## src/rtl/tick_agendador_if.sv

```systemverilog
// Request/acknowledge handshake between the tick scheduler and the sonar measurement block.
// master = scheduler (drives req), slave = measurement block (drives ack).
interface tick_agendador_if;
    logic req;
    logic ack;

    modport master (output req, input ack);
    modport slave  (input req, output ack);
endinterface

```

## src/rtl/tick_agendador.sv

```systemverilog
// Counts tick pulses and issues a measurement request over req/ack every INTERVALO ticks,
// with a tick-counted timeout. Optional macro TICK_BORDA_EN adds a tick synchronizer + edge detector.
module tick_agendador #(
    parameter int INTERVALO     = 2,
    parameter int TIMEOUT_TICKS = 3,
    parameter int W             = 8
) (
    input  logic                  clock,
    input  logic                  reset,
    input  logic                  enable,
    input  logic                  tick,
    tick_agendador_if.master      bus,
    output logic                  ocupado,
    output logic                  erro,
    output logic [W-1:0]          n_pedidos
);

    localparam int MAXV = (INTERVALO > TIMEOUT_TICKS) ? INTERVALO : TIMEOUT_TICKS;
    localparam int CW   = $clog2(MAXV + 1);
    localparam logic [CW-1:0] LIM_ESPERA = CW'(INTERVALO);
    localparam logic [CW-1:0] LIM_PEDIDO = CW'(TIMEOUT_TICKS);

    typedef enum logic [1:0] {
        PARADO,
        ESPERA,
        PEDIDO
    } estado_t;

    estado_t       estado;
    logic [CW-1:0] cnt;
    logic [CW-1:0] cnt_inc;
    logic          tick_evt;

    assign cnt_inc = cnt + CW'(1);

`ifdef TICK_BORDA_EN
    logic sync_a;
    logic sync_b;
    logic sync_prev;

    // Two-flop synchronizer, then one event per rising edge regardless of pulse width.
    always_ff @(posedge clock or negedge reset) begin
        if (!reset) begin
            sync_a    <= 1'b0;
            sync_b    <= 1'b0;
            sync_prev <= 1'b0;
        end else begin
            sync_a    <= tick;
            sync_b    <= sync_a;
            sync_prev <= sync_b;
        end
    end

    assign tick_evt = sync_b & ~sync_prev;
`else
    assign tick_evt = tick;
`endif

    always_ff @(posedge clock or negedge reset) begin
        if (!reset) begin
            estado    <= PARADO;
            cnt       <= '0;
            bus.req   <= 1'b0;
            ocupado   <= 1'b0;
            erro      <= 1'b0;
            n_pedidos <= '0;
        end else if (!enable) begin
            // erro and n_pedidos stay visible while stopped; they clear on re-enable.
            estado  <= PARADO;
            cnt     <= '0;
            bus.req <= 1'b0;
            ocupado <= 1'b0;
        end else begin
            case (estado)
                PARADO: begin
                    estado    <= ESPERA;
                    cnt       <= '0;
                    erro      <= 1'b0;
                    n_pedidos <= '0;
                end
                ESPERA: begin
                    if (tick_evt) begin
                        if (cnt_inc == LIM_ESPERA) begin
                            estado  <= PEDIDO;
                            cnt     <= '0;
                            bus.req <= 1'b1;
                            ocupado <= 1'b1;
                        end else begin
                            cnt <= cnt_inc;
                        end
                    end
                end
                PEDIDO: begin
                    // ack takes priority over a simultaneous tick, so it never times out.
                    if (bus.ack) begin
                        estado    <= ESPERA;
                        cnt       <= '0;
                        bus.req   <= 1'b0;
                        ocupado   <= 1'b0;
                        n_pedidos <= n_pedidos + W'(1);
                    end else if (tick_evt) begin
                        if (cnt_inc == LIM_PEDIDO) begin
                            estado  <= ESPERA;
                            cnt     <= '0;
                            bus.req <= 1'b0;
                            ocupado <= 1'b0;
                            erro    <= 1'b1;
                        end else begin
                            cnt <= cnt_inc;
                        end
                    end
                end
                default: begin
                    estado  <= PARADO;
                    cnt     <= '0;
                    bus.req <= 1'b0;
                    ocupado <= 1'b0;
                end
            endcase
        end
    end

endmodule

```

## src/flat_wrapper.sv

```systemverilog
// flat-port wrapper written by rule: the top's interface ports become plain ports
module tick_agendador_flat 
#(
    parameter int INTERVALO     = 2,
    parameter int TIMEOUT_TICKS = 3,
    parameter int W             = 8
)
  (clock, reset, enable, tick, ocupado, erro, n_pedidos, bus_req, bus_ack);
  tick_agendador_if bus_i ();
  input  logic clock;
  input  logic reset;
  input  logic enable;
  input  logic tick;
  output logic ocupado;
  output logic erro;
  output logic [W-1:0] n_pedidos;
  output wire logic [$bits(bus_i.req)-1:0] bus_req;
  input wire logic [$bits(bus_i.ack)-1:0] bus_ack;
  assign bus_req = bus_i.req;
  assign bus_i.ack = bus_ack;
  tick_agendador #(.INTERVALO(INTERVALO), .TIMEOUT_TICKS(TIMEOUT_TICKS), .W(W)) u_core (.clock(clock), .reset(reset), .enable(enable), .tick(tick), .bus(bus_i), .ocupado(ocupado), .erro(erro), .n_pedidos(n_pedidos));
endmodule
```

## config.mk

```make
export PLATFORM = sky130hd
export DESIGN_NAME = tick_agendador_flat
export DESIGN_NICKNAME = d
export VERILOG_FILES = /design/src/rtl/tick_agendador_if.sv /design/src/rtl/tick_agendador.sv /design/src/flat_wrapper.sv
export SDC_FILE = /design/constraint.sdc
export NUM_CORES = 1
export LEC_CHECK = 0
export CELL_PAD_IN_SITES_DETAIL_PLACEMENT = 0
export CELL_PAD_IN_SITES_GLOBAL_PLACEMENT = 1
export CORE_MARGIN = 2
export CORE_UTILIZATION = 41
export DETAILED_ROUTE_END_ITERATION = 7
export PLACE_DENSITY = 0.83
export SLEW_MARGIN = 20
export SYNTH_ARGS = -nofsm -noshare
export SYNTH_HDL_FRONTEND = slang
export SYNTH_SLANG_ARGS = --single-unit
```

## constraint.sdc

```tcl
create_clock -name clock -period 2.5 [get_ports clock]
set_clock_uncertainty 0.05 [all_clocks]
set_input_delay 0.25 -clock clock [delete_from_list [all_inputs] [get_ports clock]]
set_output_delay 0.25 -clock clock [all_outputs]
set_load 0.03 [all_outputs]
```

Word level (Yosys, flattened, before mapping)
Cells that the tools add are included.
- logic and storage cells: 54
- input bits: 5
- register bits after elaboration: 14
- output and inout port bits: 11
- add/subtract/negate cells: 2
- eq/ne operators: 13
- reduce and logical (&&, ||, !) cells: 7
- muxes and demuxes: 27
- operator list (cell ; number):
    $mux 2 ; 12
    $pmux 8 s2 ; 1
    $reduce_and 5->1 ; 2
    $mux 1 ; 9
    $add 8x1->8 const B ; 1
    $mux 8 ; 1
    $ne 2x2->1 const B ; 4
    $eq 2x2->1 const B ; 3
    $pmux 2 s3 ; 1
    $ne 4x3->1 const B ; 1
    $ne 4x4->1 const B ; 1
    $pmux 2 s2 ; 1
    $reduce_and 4->1 ; 1
    $ne 3x2->1 const B ; 1
    $ne 3x3->1 const B ; 1
    $pmux 1 s3 ; 1
    $reduce_and 3->1 ; 1
    $add 2x1->2 const B ; 1
    $eq 2x1->1 const B ; 1
    $logic_not 2->1 ; 1
    $ne 2x1->1 const B ; 1
    $pmux 1 s2 ; 1
    $reduce_and 2->1 ; 1
    $reduce_bool 2->1 ; 1

Logic depth before layout (Yosys ltp)
Gate-level depths: netlist (run 1).
- depth in word-level cells: 7
- depth in mapped cells: 7
- gate-level depth less buffers: 6

Worst setup path before layout (run 1)
No wires, ideal clock.
- path kind: reg-to-reg
- start point: reg u_core.estado[0]
- end point: reg u_core.cnt[1]
- clock period less this slack: 1613 ps
- cell stages (with the launch flop): 8
- arrival: 1444 ps
- setup time: 119 ps
- slack: 887 ps
- buffers on the path: 1
- data required time: 2331 ps
- cells stage by stage: dfrtp_1 inv_1 ha_1 buf_6 nor2b_2 o21ai_2 and3_1 o21a_1
- cells in the longest elaborated chain, start to end: 3
- elaborated cells on any way between the ends: 7
- those cells by class: eq/ne (4); mux (2); reduce/logical (1)
- ends and longest elaborated chain (element ; RTL line ; source):
    start, declared ; tick_agendador.sv:29 ; estado_t estado;
    start signal, assigned ; tick_agendador.sv:61 ; estado <= PARADO;
    start signal, assigned ; tick_agendador.sv:69 ; estado <= PARADO;
    start signal, assigned ; tick_agendador.sv:76 ; estado <= ESPERA;
    $eq 2x2->1 or $eq 2x1->1 (tied branches) ; tick_agendador.sv:74 ; case (estado)
    $ne 4x4->1 (no source line) (tied with other cells) ; -- ;
    $reduce_and 2->1 (no source line) or $mux 2 (tied branches) ; -- ;
    end signal, assigned ; tick_agendador.sv:89 ; cnt <= cnt_inc;
    end signal, assigned ; tick_agendador.sv:109 ; cnt <= cnt_inc;
    end, declared ; tick_agendador.sv:30 ; logic [CW-1:0] cnt;
Several ways; a longest one is shown, not always the timed one.
A chain may end at the register's enable or synchronous reset.

Worst setup path in the final report (run 1)
Same ends and word-level chain as after synthesis.

==> flow_results.org, run 1 <==
** Outcome
- The flow ran to the end, and the final reports show no timing, DRC or antenna violations.

** Place
- The HPWL after detailed placement is 1.31 mm.
- After detailed placement, the total cell area comes to 1060 um2.
- Number of instances in the placed design :: 134
- Input and output buffers added on the ports amount to 15.
- Gp weighted congestion :: 0.830

** Routing
- Avg Vias per Cell :: 5.22
- The final layout contains routed wiring with a total length of 1.76 mm.
- The detail route stage leaves a number of antenna-violating nets equal to 0.
- After detailed routing, the average wire length per cell comes to 12.7 um.
- Routed vias :: 720
- Number of DRC violations after detailed routing :: 0
- First-iteration detailed-routing DRC count :: 16
- Before antenna repair, the detailed router went through 4 iterations.

** Clocking
- CTS tree :: built
- Maximum number of buffers from clock root to sink :: 2
- Cts bufs inserted :: 3
- Reg clk slew, reported paths :: 0.09 ns
- Clock latency on the worst-skew pair, taken at its later pin, is 0.28 ns.
- Hold repair after CTS inserted 0 buffers.
- Clock root buffer master :: sky130_fd_sc_hd__clkbuf_4
- In this run the post-CTS setup repair buffer count came out at 0.
- The clock drives 14 sinks.
- After clock tree synthesis, the repair step resized 0 gates.
- Clock H-tree levels :: 1

** Layout
- Ant diodes :: 0
- Fraction of layout cells with a size suffix above 1 :: 9.91%
- Layout Area Growth over Synthesis :: 23.1%
- The finished cells cover 1090 um2.
- After the flow finishes, the layout carries non-filler instances totaling 138.
- Number of nets at the end of the flow :: 123

** Floorplanning
- The floorplan step defined a core boundary enclosing 2000 um2.
- Die area :: 2550 um2
- Chip width :: 50.5 um
- 16 I/O pins were placed.
- The initial utilization of the core area, before any placement, comes to 44.3%.
- After floorplanning, the core was divided into 16 placement rows.
- The die is 50.5 um tall.

** Worst setup path
- Startpoint of the worst register-to-register path :: u_core.estado[0]$_DFFE_PN0P_
- At the worst endpoint, the required time is 2.63 ns.
- Timing startpoint of the critical path :: u_core.estado[0]$_DFFE_PN0P_
- Worst EP arrival :: 1.95 ns
- R2R cell count :: 6
- STA classifies the critical path startpoint as a register.
- The setup path with the least slack is of type reg -> reg.
- Critical path capture point type :: register
- Peak fanout along the critical path :: 8

** STA
- At the pin with the least slew margin, the transition time is 0.627 ns.
- Setup repair after global routing left no endpoint under its margin.
- Number of endpoints with negative hold slack in the final report :: 0
- Number of slew-limit violations in the final report :: 0
- Headroom to the max-slew limit :: 58.0%
- Final setup violation count :: 0
- Derived from the worst setup path, the maximum achievable clock frequency is 0.550 GHz.
- Minimum clock period :: 1.82 ns
- Adding up every negative setup slack in the final design gives 0 ns.
- Portion of the clock cycle consumed by the worst path in the final layout :: 72.7%

** Yosys
- In this run the cell area of the synthesized design comes to 887 um2.
- In this run, synthesis inferred 0 flip-flops with an integrated enable.
- Seq/Total Area, Yosys :: 39.5%
- The synthesized design contains 14 register bits.
- Dividing the synthesized area by the synthesized cell count gives 9.44 um2.
- The number of nets in the synthesized netlist is 105.
- Synthesized instance count :: 94
- Cell variety after synth :: 37
- Post-synth top flop :: sky130_fd_sc_hd__dfrtp_1
- Share of flip-flops with an asynchronous set or reset after synthesis :: 100%
- Synth Warn # :: 0

** Power and ir drop
- For this design the ratio of total power to cell area is 517 nW/um2.
- For this design the static power due to leakage is 0.459 nW.
- In this run the power spent charging and discharging nets is 0.182 mW.
- Cell internal power was estimated by the tool at 0.383 mW.
- Registers are responsible for 43.4% of the overall power.
- Maximum resistive drop on vdd :: 396 uV
- The clock network is responsible for 29.7% of the overall power.
- Switching portion of total power :: 32.1%
- Per report_power, the combinational group accounts for 27.0% of the total.

** Global route
- Number of antenna violations at the first check in global routing :: 0
- The first global-routing pass estimated 3.04 mm of wire.
- Gr ovfl total :: 0
- Vias in the first global route :: 658
- Global-route total usage across every layer :: 15.9%
- Entering global routing, the biggest net connects 16 pins.

** Min path
- The tightest min-delay check is of the in -> async type.

** Flow run
- Across the run, the number of max-cap violations was 0.
## worst max-delay path: stages (launching register included)
cell	delay [ns]
sky130_fd_sc_hd__dfrtp_1	0.42
sky130_fd_sc_hd__inv_1	0.12
sky130_fd_sc_hd__ha_1	0.31
sky130_fd_sc_hd__nor2b_2	0.37
sky130_fd_sc_hd__o21ai_2	0.10
sky130_fd_sc_hd__and3_1	0.17
sky130_fd_sc_hd__o21a_1	0.17
## cell type report
class / instances / area, um2
fill: 185 / 910
multi-input combinational: 71 / 492
sequential: 14 / 350
timing repair buffer: 16 / 158
clock buffer: 4 / 36.3
tap: 27 / 33.8
inverter: 6 / 22.5
## per-stage QoR
step                hold WS, ns  total power, mW  setup slack (ns)  util, %
finish                    0.299            0.565             0.682     54.6
global route              0.382            0.596             0.562     54.6
CTS                       0.333            0.570             0.682     54.6
detailed placement        0.426            0.401             0.703     52.8
global placement          0.420            0.399             0.754     52.8
floorplan               -0.0956            0.360             0.887        -
## cell families after synthesis
logic type,synth area share (%)
AND/OR/NAND/NOR,24.3
XOR/XNOR,3.95
AO/OA/AOI/OAI,15.2
adder cells (fa/ha/maj),8.46
flip-flops,39.5
multiplexers,3.53
buffers and inverters,5.08
## final timing paths
check / slack (ns) / end
worst max-delay path: 0.68 / u_core.cnt[1]$_DFFE_PN0P_
worst min-delay path: 0.30 / u_core.n_pedidos[0]$_DFFE_PN0P_
worst max register to register: 0.68 / u_core.cnt[1]$_DFFE_PN0P_
worst min register to register: 0.45 / u_core.erro$_DFFE_PN0P_
max in group asynchronous: 1.70 / u_core.estado[0]$_DFFE_PN0P_
min in group clock: 0.45 / u_core.erro$_DFFE_PN0P_
## Yosys cell counts (2+ instances only)
master | n | area (um2)
sky130_fd_sc_hd__dfrtp_1 | 14 | 350
sky130_fd_sc_hd__xnor2_1 | 2 | 17.5
sky130_fd_sc_hd__o21a_1 | 2 | 15.0
sky130_fd_sc_hd__nand3b_1 | 2 | 15.0
sky130_fd_sc_hd__o21ai_0 | 8 | 40.0
sky130_fd_sc_hd__nor3_1 | 2 | 10.0
sky130_fd_sc_hd__ha_1 | 6 | 75.1
sky130_fd_sc_hd__and3_1 | 3 | 18.8
sky130_fd_sc_hd__xor2_1 | 2 | 17.5
sky130_fd_sc_hd__nor2_1 | 8 | 30.0
sky130_fd_sc_hd__nand2_1 | 8 | 30.0
sky130_fd_sc_hd__a21oi_1 | 2 | 10.0
sky130_fd_sc_hd__nand3_1 | 5 | 25.0
sky130_fd_sc_hd__inv_1 | 6 | 22.5
sky130_fd_sc_hd__mux2i_1 | 2 | 20.0
## flip-flops by register name, indices dropped and copies added (netlist names)
register / cells
u_core.estado: 2
u_core.ocupado: 1
u_core.cnt: 2
u_core.n_pedidos: 8
u_core.erro: 1
## metal layers
metal	wire length, um	GRT usage [%]	up-vias
met2	712	21.3	18
met4	40	8.11	0
li1	-	-	368
met3	80	2.98	4
met1	923	24.0	330
met5	0	0	-
## cells in the final DEF (no fill, tap or decap), drive strengths merged
| cell | count |
|---|---|
| clkdlybuf4s50 | 15 |
| dfrtp | 14 |
| o21ai | 10 |
| nor2 | 9 |
| nand2 | 8 |
| inv | 6 |
| ha | 6 |
| nand3 | 5 |
| clkbuf | 4 |
| and3 | 3 |
| a21oi | 3 |
| mux2i | 2 |
| xor2 | 2 |
| nand3b | 2 |
| o21a | 2 |
| xnor2 | 2 |
| nor3 | 2 |
| nor2b | 2 |
| nor4b | 2 |
| nand4 | 1 |
| or3 | 1 |
| mux2 | 1 |
| o31a | 1 |
| and4bb | 1 |
| a22o | 1 |
| o211ai | 1 |
| nor3b | 1 |
| a31oi | 1 |
| o31ai | 1 |
| o2111ai | 1 |
| buf | 1 |
## power groups by stage
stage          Combinational (mW)  Clock, mW  Sequential, mW
5_1_grt                     0.170      0.180           0.246
3_5_place_dp                0.152          0           0.249
6_report                    0.152      0.168           0.245
3_3_place_gp                0.151          0           0.248
4_1_cts                     0.153      0.171           0.245
2_1_floorplan               0.112          0           0.248
(Power assumes the default switching activity.)
==> run 2, diff against run 1 <==
--- a/config.mk
+++ b/config.mk
@@ -8,9 +8,9 @@
 export CELL_PAD_IN_SITES_DETAIL_PLACEMENT = 0
 export CELL_PAD_IN_SITES_GLOBAL_PLACEMENT = 1
 export CORE_MARGIN = 2
-export CORE_UTILIZATION = 41
+export CORE_UTILIZATION = 35
 export DETAILED_ROUTE_END_ITERATION = 7
-export PLACE_DENSITY = 0.83
+export PLACE_DENSITY = 0.76
 export SLEW_MARGIN = 20
 export SYNTH_ARGS = -nofsm -noshare
 export SYNTH_HDL_FRONTEND = slang
==> constraint.sdc (replaced) <==
create_clock -name clock -period 1.55 [get_ports clock]
set_clock_uncertainty 0.05 [all_clocks]
set_input_delay 0.155 -clock clock [delete_from_list [all_inputs] [get_ports clock]]
set_output_delay 0.155 -clock clock [all_outputs]
set_load 0.03 [all_outputs]
==> run 2 against run 1 <==
Flip-flop and latch count stayed put; sequential share of layout area is 3.7 points lower; combinational power grew to 2.6 times the previous value; power is 91% higher; utilization is 3.5 points lower; first-iteration DRC count is 63% lower.
==> flow_results.org, run 2 (synthesized netlist as in run 1, its figures left out) <==
** Outcome
- Status :: finished clean

** Layout
- The antenna cell count was 0 (unchanged).
- The largest registers in the layout are u_core.n_pedidos: 8 flops, u_core.cnt: 2 flops, u_core.estado: 2 flops.
- The register area is 352 um2 (+0.36%).
- Leading cell types in the layout, fill and taps excluded :: sky130_fd_sc_hd__dfrtp_1 (13), sky130_fd_sc_hd__dlygate4sd2_1 (11), sky130_fd_sc_hd__buf_4 (11)
- Counting flops per register, the top entry is u_core.n_pedidos.
- Number of standard cells in the final layout excluding fillers :: 151 (+9.4%)
- The number of flip-flops in the largest register came to 8 (unchanged).
- The multi-input combinational cell area was 574 um2 (+17%).
- Number of nets at the end of the flow :: 133 (+8.1%)
- The number of filler instances in the final layout came to 229 (+24%).
- Relative to the synthesized area, the layout overhead comes to 39.9%.
- Fraction of layout cells with a size suffix above 1 :: 27.3% (+17 points)
- The library cell used most frequently in the layout, excluding fill and tap cells, is sky130_fd_sc_hd__dfrtp_1.

** STA
- Portion of the clock cycle consumed by the worst path in the final layout :: 97.0% (+24 points)
- Number of endpoints with negative hold slack in the final report :: 0 (unchanged)
- Headroom to the max-slew limit :: 73.5% (+15 points)
- The number of endpoints failing setup at the final stage came to 0 (unchanged).
- The final period demand of the worst path is 1.50 ns (-0.313 ns).
- Number of slew-limit violations in the final report :: 0 (unchanged)
- Worst Slack Setup Final :: 0.0457 ns (-0.637 ns)
- Transition at the pin with the smallest max-transition slack :: 0.396 ns (-0.231 ns)
- Setup repair after global routing could not meet its margin everywhere.
- F_max :: 0.665 GHz (+21%)
- Setup TNS :: 0 ns (unchanged)

** Worst setup path
- Cell family with most CP delay :: flip-flops
- Critical path capture point type :: register
- Stage delay of the slowest cell on the critical path :: 0.37 ns (-0.05 ns)
- The worst-path maximum fanout came to 4 (-4).
- Walking the worst path, the cells encountered are inv_2, buf_4, ha_4, mux2_4, nand3_2, xor2_1, nor2_1.
- Kind of start point of the critical path :: register
- The combined buffer and inverter count along the critical path was 2 (+1).
- For this design, the slowest cell found on the critical path is sky130_fd_sc_hd__dfrtp_1.
- Class of the most critical setup path :: reg -> reg
- The arrival time of the worst setup path was 1.65 ns (-0.30 ns).
- Required time of the critical path :: 1.70 ns (-0.93 ns)

** Routing
- Router iterations before antenna repair :: 4 (unchanged)
- The total vias in the final route came to 773 (+7.4%).
- First-iteration detailed-routing DRC count :: 6 (-10)
- The detail-routed net length per standard cell came to 13.8 um (+8.6%).
- The aggregate routed wire length was 2.09 mm (+19%).
- Avg Vias per Cell :: 5.12 (-1.9%)
- The count of antenna-violating nets left after detailed routing is 0 (unchanged).
- Number of DRC violations after detailed routing :: 0 (unchanged)

** Power and ir drop
- Switching component of the power :: 0.359 mW (+97%)
- Power per standard cell area :: 869 nW/um2 (+68%)
- Power share of the combinational group :: 37.2% (+10 points)
- Final Total Pwr :: 1.08 mW (+91%)
- The proportion of power drawn by flip-flops and latches came to 36.2% (-7.2 points).
- The internal power summed over all cells is 0.720 mW (+88%).
- Switching portion of total power :: 33.3% (+1.1 points)
- The clock network power share came to 26.6% (-3.1 points).
- Static leakage :: 0.568 nW (+24%)
- Maximum resistive drop on vdd :: 491 uV (+24%)

** Global route
- Global-route total usage across every layer :: 15.8% (-0.14 points)
- The pin count of the biggest net entering global routing is 16 (unchanged).
- Gr ovfl total :: 0 (unchanged)
- First-pass GRT wire length :: 3.23 mm (+6.1%)
- Vias in the first global route :: 711 (+8.1%)
- The initial antenna violation count came to 0 (unchanged).

** Floorplanning
- The vertical extent of the die came to 54.3 um (+7.6%).
- Core box area :: 2430 um2 (+21%)
- The number of rows created at floorplan is 18 (+2).
- Num ports :: 16 (unchanged)
- Die area :: 2950 um2 (+16%)
- Chip width :: 54.3 um (+7.6%)
- The initial core utilization came to 36.5% (-7.8 points).

** Place
- The worst setup slack before clock tree synthesis is -0.0816 ns (-0.784 ns).
- The HPWL after detailed placement came to 1.50 mm (+14%).
- Number of instances in the placed design :: 146 (+9.0%)
- Gp weighted congestion :: 0.748 (-9.9%)
- The count of input and output buffers is 15 (unchanged).

** Clocking
- The root buffer cell chosen for the clock tree is sky130_fd_sc_hd__clkbuf_4.
- TritonCTS built the clock tree.
- The clock tree buffer depth was 2 (unchanged).
- The clock insertion delay at the later pin of the skew report came to 0.30 ns (+0.02 ns).
- The total clock buffers created by CTS was 3 (unchanged).
- The number of H-tree branching levels was 1 (unchanged).
- The clock-pin slew on the worst setup and hold paths was 0.10 ns (about the same).
- The count of clock tree sinks was 14 (unchanged).
- Quantity of hold-fixing buffers added after cts :: 0 (unchanged)

** Flow run
- The number of max-capacitance violations reported came to 0 (unchanged).

** Min path
- In this run the worst hold path is classified as in -> async.
## run 2: power by group through the flow
stage               Clock, mW  Sequential (mW)  Combinational (mW)
floorplan                   0            0.401               0.182
CTS                     0.293            0.390               0.357
detailed placement          0            0.398               0.337
finish                  0.286            0.391               0.401
global route            0.302            0.392               0.440
global placement            0            0.397               0.335
## run 2: layout make-up
class | instances | area share [%]
multi-input cells | 71 | 46.3
flip-flops and latches | 14 | 28.3
clock buffers | 4 | 2.92
inverters | 6 | 1.81
repair buffers | 26 | 17.6
well taps | 30 | 3.02
## run 2: worst paths after layout
path | from | end | slack [ns] | cells past startpoint
max | u_core.estado[0]$_DFFE_PN0P_ | u_core.n_pedidos[4]$_DFFE_PN0P_ | 0.05 | 7
min | reset | u_core.n_pedidos[0]$_DFFE_PN0P_ | 0.11 | 2
max reg2reg | u_core.estado[0]$_DFFE_PN0P_ | u_core.n_pedidos[4]$_DFFE_PN0P_ | 0.05 | 7
min reg2reg | u_core.erro$_DFFE_PN0P_ | u_core.erro$_DFFE_PN0P_ | 0.46 | 2
max in group asynchronous | reset | u_core.estado[1]$_DFFE_PN0P_ | 1.15 | 2
min in group clock | u_core.erro$_DFFE_PN0P_ | u_core.erro$_DFFE_PN0P_ | 0.46 | 2
## run 2: per-stage QoR
stage,utilization (%),cell area [um2],hold slack (ns)
floorplan,-,892,-0.191
global placement,46.6,1130,0.430
detailed placement,46.6,1130,0.432
CTS,48.0,1170,0.107
global route,51.0,1240,0.137
finish,51.0,1240,0.107
## run 2: routing by layer
layer | GRT usage (%) | vias to the layer above | share of wire (%)
met5 | 0 | - | 0
met4 | 9.17 | 0 | 2.5
met3 | 3.01 | 5 | 3.4
met2 | 24.5 | 14 | 45
met1 | 20.2 | 365 | 49
li1 | - | 389 | -
## run 2: what timing repair did
action | in CTS | in global routing
resized for setup | 15 | 13
buffers inserted | 0 | 1
pin swaps | 1 | 5
setup endpoints to repair | 17 | 9
==> run 3, diff against run 2 <==
--- a/config.mk
+++ b/config.mk
@@ -10,7 +10,8 @@
 export CORE_MARGIN = 2
 export CORE_UTILIZATION = 35
 export DETAILED_ROUTE_END_ITERATION = 7
-export PLACE_DENSITY = 0.76
+export GPL_TIMING_DRIVEN = 1
+export PLACE_DENSITY_LB_ADDON = 0.1
 export SLEW_MARGIN = 20
 export SYNTH_ARGS = -nofsm -noshare
 export SYNTH_HDL_FRONTEND = slang
==> run 3 against run 2 <==
Combinational power up 8.5%; routed wire length down 1.1%; via count down 1.7%; utilization up 0.051 points; flip-flop and latch count unchanged; count of clock-buffer cells in the layout down 1; clock power down 28%; non-clock buffer count unchanged; fmax down 2.9%; final cell count down 0.66%.
==> flow_results.org, run 3 (synthesized netlist as in run 1, its figures left out) <==
** Layout
- u_core.n_pedidos holds more flip-flops than any other register.
- From synthesis to final layout, the design area changed by 40.1%.
- Area of the multi-input gates :: 567 um2 (-1.3%)
- Register Area :: 352 um2 (unchanged)
- Leaving out fill and tap cells, the most frequent cell in the layout is sky130_fd_sc_hd__dfrtp_1.
- Fraction of layout cells with a size suffix above 1 :: 24.2% (-3.1 points)
- The final design instance area without fill came to 1240 um2 (+0.10%).
- Max FFs per register :: 8 (unchanged)
- Largest registers ranked by flip-flop count :: u_core.n_pedidos: 8 flops, u_core.cnt: 2 flops, u_core.estado: 2 flops
- End-of-flow core utilization :: 51.1% (+0.051 points)
- The antenna cell count was 0 (unchanged).
- Number of nets at the end of the flow :: 133 (unchanged)
- Count of fill cells added during filler insertion :: 244 (+6.6%)
- In the layout the commonest cells are sky130_fd_sc_hd__dfrtp_1 (13), sky130_fd_sc_hd__buf_4 (9), sky130_fd_sc_hd__o21ai_0 (8), sky130_fd_sc_hd__nand2_1 (8), sky130_fd_sc_hd__nor2_1 (8).

** Global route
- Vias in the first global route :: 741 (+4.2%)
- The initial antenna violation count is 0 (unchanged).
- The pin count of the biggest net entering global routing came to 16 (unchanged).
- Global-route total usage across every layer :: 16.2% (+0.47 points)
- The total grt overflow was 0 (unchanged).
- The first-pass GRT wire length came to 3.44 mm (+6.4%).

** Power and ir drop
- Power per standard cell area :: 832 nW/um2 (-4.3%)
- The clock network power share was 19.9% (-6.7 points).
- The proportion of power drawn by flip-flops and latches is 38.0% (+1.8 points).
- The switching power as a share of total power was 33.0% (-0.25 points).
- The leakage power is 0.616 nW (+8.4%).
- The worst-case vdd ir drop is 450 uV (-8.3%).
- Power share of the combinational group :: 42.1% (+4.9 points)
- Internal power :: 0.692 mW (-3.9%)
- Switching component of the power :: 0.341 mW (-4.9%)

** Clocking
- Clock root buffer master :: sky130_fd_sc_hd__clkbuf_4
- The clock-pin slew on the worst setup and hold paths was 0.08 ns (-0.02 ns).
- The clock insertion delay at the later pin of the skew report came to 0.27 ns (-0.03 ns).
- The number of H-tree branching levels is 1 (unchanged).
- The count of clock tree sinks is 14 (unchanged).
- CTS tree :: built
- The total clock buffers created by CTS was 3 (unchanged).
- Maximum number of buffers from clock root to sink :: 2 (unchanged)

** Worst setup path
- For this design, the slowest cell found on the critical path is sky130_fd_sc_hd__dfrtp_1.
- CP Cell Sequence :: inv_2, buf_6, ha_2, inv_1, nor4b_1, and3_1, o21a_1
- The startpoint identified for the worst register-to-register timing path is u_core.estado[0]$_DFFE_PN0P_.
- The required time of the worst setup path came to 1.72 ns (+0.02 ns).
- The setup slack on the worst flop-to-flop path came to 0.0008 ns (-0.04 ns).
- The endpoint identified for the worst register-to-register timing path is u_core.cnt[1]$_DFFE_PN0P_.
- The worst-path maximum fanout came to 3 (-1).
- Stage delay of the slowest cell on the critical path :: 0.41 ns (+0.04 ns)
- The logic depth of the worst register-to-register path was 7 (unchanged).
- By startpoint and endpoint, the worst setup path is classified as reg -> reg.
- Timing startpoint of the critical path :: u_core.estado[0]$_DFFE_PN0P_
- Following the worst setup path forward leads to its endpoint at u_core.cnt[1]$_DFFE_PN0P_.
- Kind of start point of the critical path :: register
- The arrival time of the worst setup path was 1.72 ns (+0.07 ns).
- Critical path capture point type :: register

** Floorplanning
- The initial core utilization came to 36.5% (unchanged).
- Height of the die :: 54.3 um (unchanged)
- Die area :: 2950 um2 (unchanged)
- Chip width :: 54.3 um (unchanged)
- The number of rows created at floorplan is 18 (unchanged).
- The number of ports placed on the die boundary is 16 (unchanged).
- The total core area is 2430 um2 (unchanged).

** Routing
- The count of antenna-violating nets left after detailed routing came to 0 (unchanged).
- The number of optimization iterations in the first detailed-route pass was 4 (unchanged).
- Avg Vias per Cell :: 5.07 (-1.0%)
- Routed vias :: 760 (-1.7%)
- Routed length per instance :: 13.8 um (-0.49%)
- Number of DRC violations after detailed routing :: 0 (unchanged)
- The iteration-0 DRC count of the detailed router came to 8 (+2).
- Final routed wirelength across all metal layers :: 2.06 mm (-1.1%)

** STA
- Hold slack :: 0.127 ns (+0.0193 ns)
- The max-slew violation total from the final report was 0 (unchanged).
- Portion of the clock cycle consumed by the worst path in the final layout :: 99.9% (+2.9 points)
- Final setup violation count :: 0 (unchanged)
- The normalized max-slew margin was 78.8% (+5.3 points).
- The count of endpoints failing hold in the final timing report is 0 (unchanged).
- The pin slew with the least headroom to its limit was 0.318 ns (-0.0784 ns).
- Minimum clock period :: 1.55 ns (+0.0449 ns)
- The peak clock frequency supported by timing was 0.646 GHz (-2.9%).
- Setup repair after global routing missed its margin :: yes

** Min path
- The path class of the tightest hold or removal check is in -> async.

** Place
- HPWL reported at the end of detailed placement :: 1.44 mm (-3.9%)
- Gp weighted congestion :: 0.730 (-2.4%)
- Quantity of I/O buffers inserted on ports :: 15 (unchanged)
- Standard cell area after detailed placement :: 1130 um2 (unchanged)

** Flow run
- The number of max-capacitance violations reported was 0 (unchanged).

** Outcome
- The flow ran to the end, and the final reports show no timing, DRC or antenna violations.
[run 3: cell count changes in the layout (fill, tap and decap cells not counted), sizes merged]
cell	change
dlygate4sd2	-4
clkbuf	-1
dlymetal6s2s	+4
[run 3: critical path: cells and delay by family, from the launching register on]
kind	cells	cell delay (ns)
and+or+nand+nor	2	0.46
AOI/OAI and AO/OA	1	0.12
DFF	1	0.41
adders and majority gates	1	0.18
buffers and inverters	3	0.29
[run 3: repair_timing]
| item | CTS | global route |
|---|---|---|
| pin swaps | 4 | 4 |
| setup buffers | 0 | 1 |
| hold buffers | 0 | 0 |
| endpoints found under the setup margin | 14 | 13 |
| gates resized for setup | 13 | 13 |
[run 3: how the worst min path moves through the flow]
stage / to / startpoint / slack, ns
floorplan: u_core.cnt[0]$_DFFE_PN0P_ / reset / -0.19
global placement: u_core.erro$_DFFE_PN0P_ / u_core.erro$_DFFE_PN0P_ / 0.42
detailed placement: u_core.erro$_DFFE_PN0P_ / u_core.erro$_DFFE_PN0P_ / 0.43
CTS: u_core.cnt[1]$_DFFE_PN0P_ / reset / 0.13
global route: u_core.cnt[1]$_DFFE_PN0P_ / reset / 0.15
finish: u_core.cnt[1]$_DFFE_PN0P_ / reset / 0.13
[run 3: area by class of cell]
class / instances / share of cell area [%]
Multi-Input combinational cell: 71 / 45.6
Sequential cell: 14 / 28.3
Timing Repair Buffer: 26 / 19.4
Tap cell: 30 / 3.02
Clock buffer: 3 / 1.81
Inverter: 6 / 1.81
[run 3: routing by layer]
layer	GRT usage, %	wire (um)	vias to the layer above
li1	-	-	384
met1	24.0	1050	366
met2	22.1	929	8
met3	4.10	72	2
met4	6.67	15	0
met5	0	0	-
[run 3: stage by stage]
stage	power [mW]	std cells	setup TNS (ns)	worst slack, ns
2_1_floorplan	0.583	94	0	0.00790
3_3_place_gp	0.722	146	-0.0206	-0.00924
3_5_place_dp	0.719	146	-0.0437	-0.0243
4_1_cts	0.978	149	0	0.00762
5_1_grt	1.10	150	-0.368	-0.0639
6_report	1.03	150	0	0.000821
[run 3: power groups by stage]
stage          registers, mW  clock network (mW)  logic [mW]
3_3_place_gp           0.397                   0       0.325
3_5_place_dp           0.398                   0       0.321
6_report               0.393               0.206       0.435
4_1_cts                0.391               0.217       0.369
2_1_floorplan          0.401                   0       0.182
5_1_grt                0.394               0.237       0.473
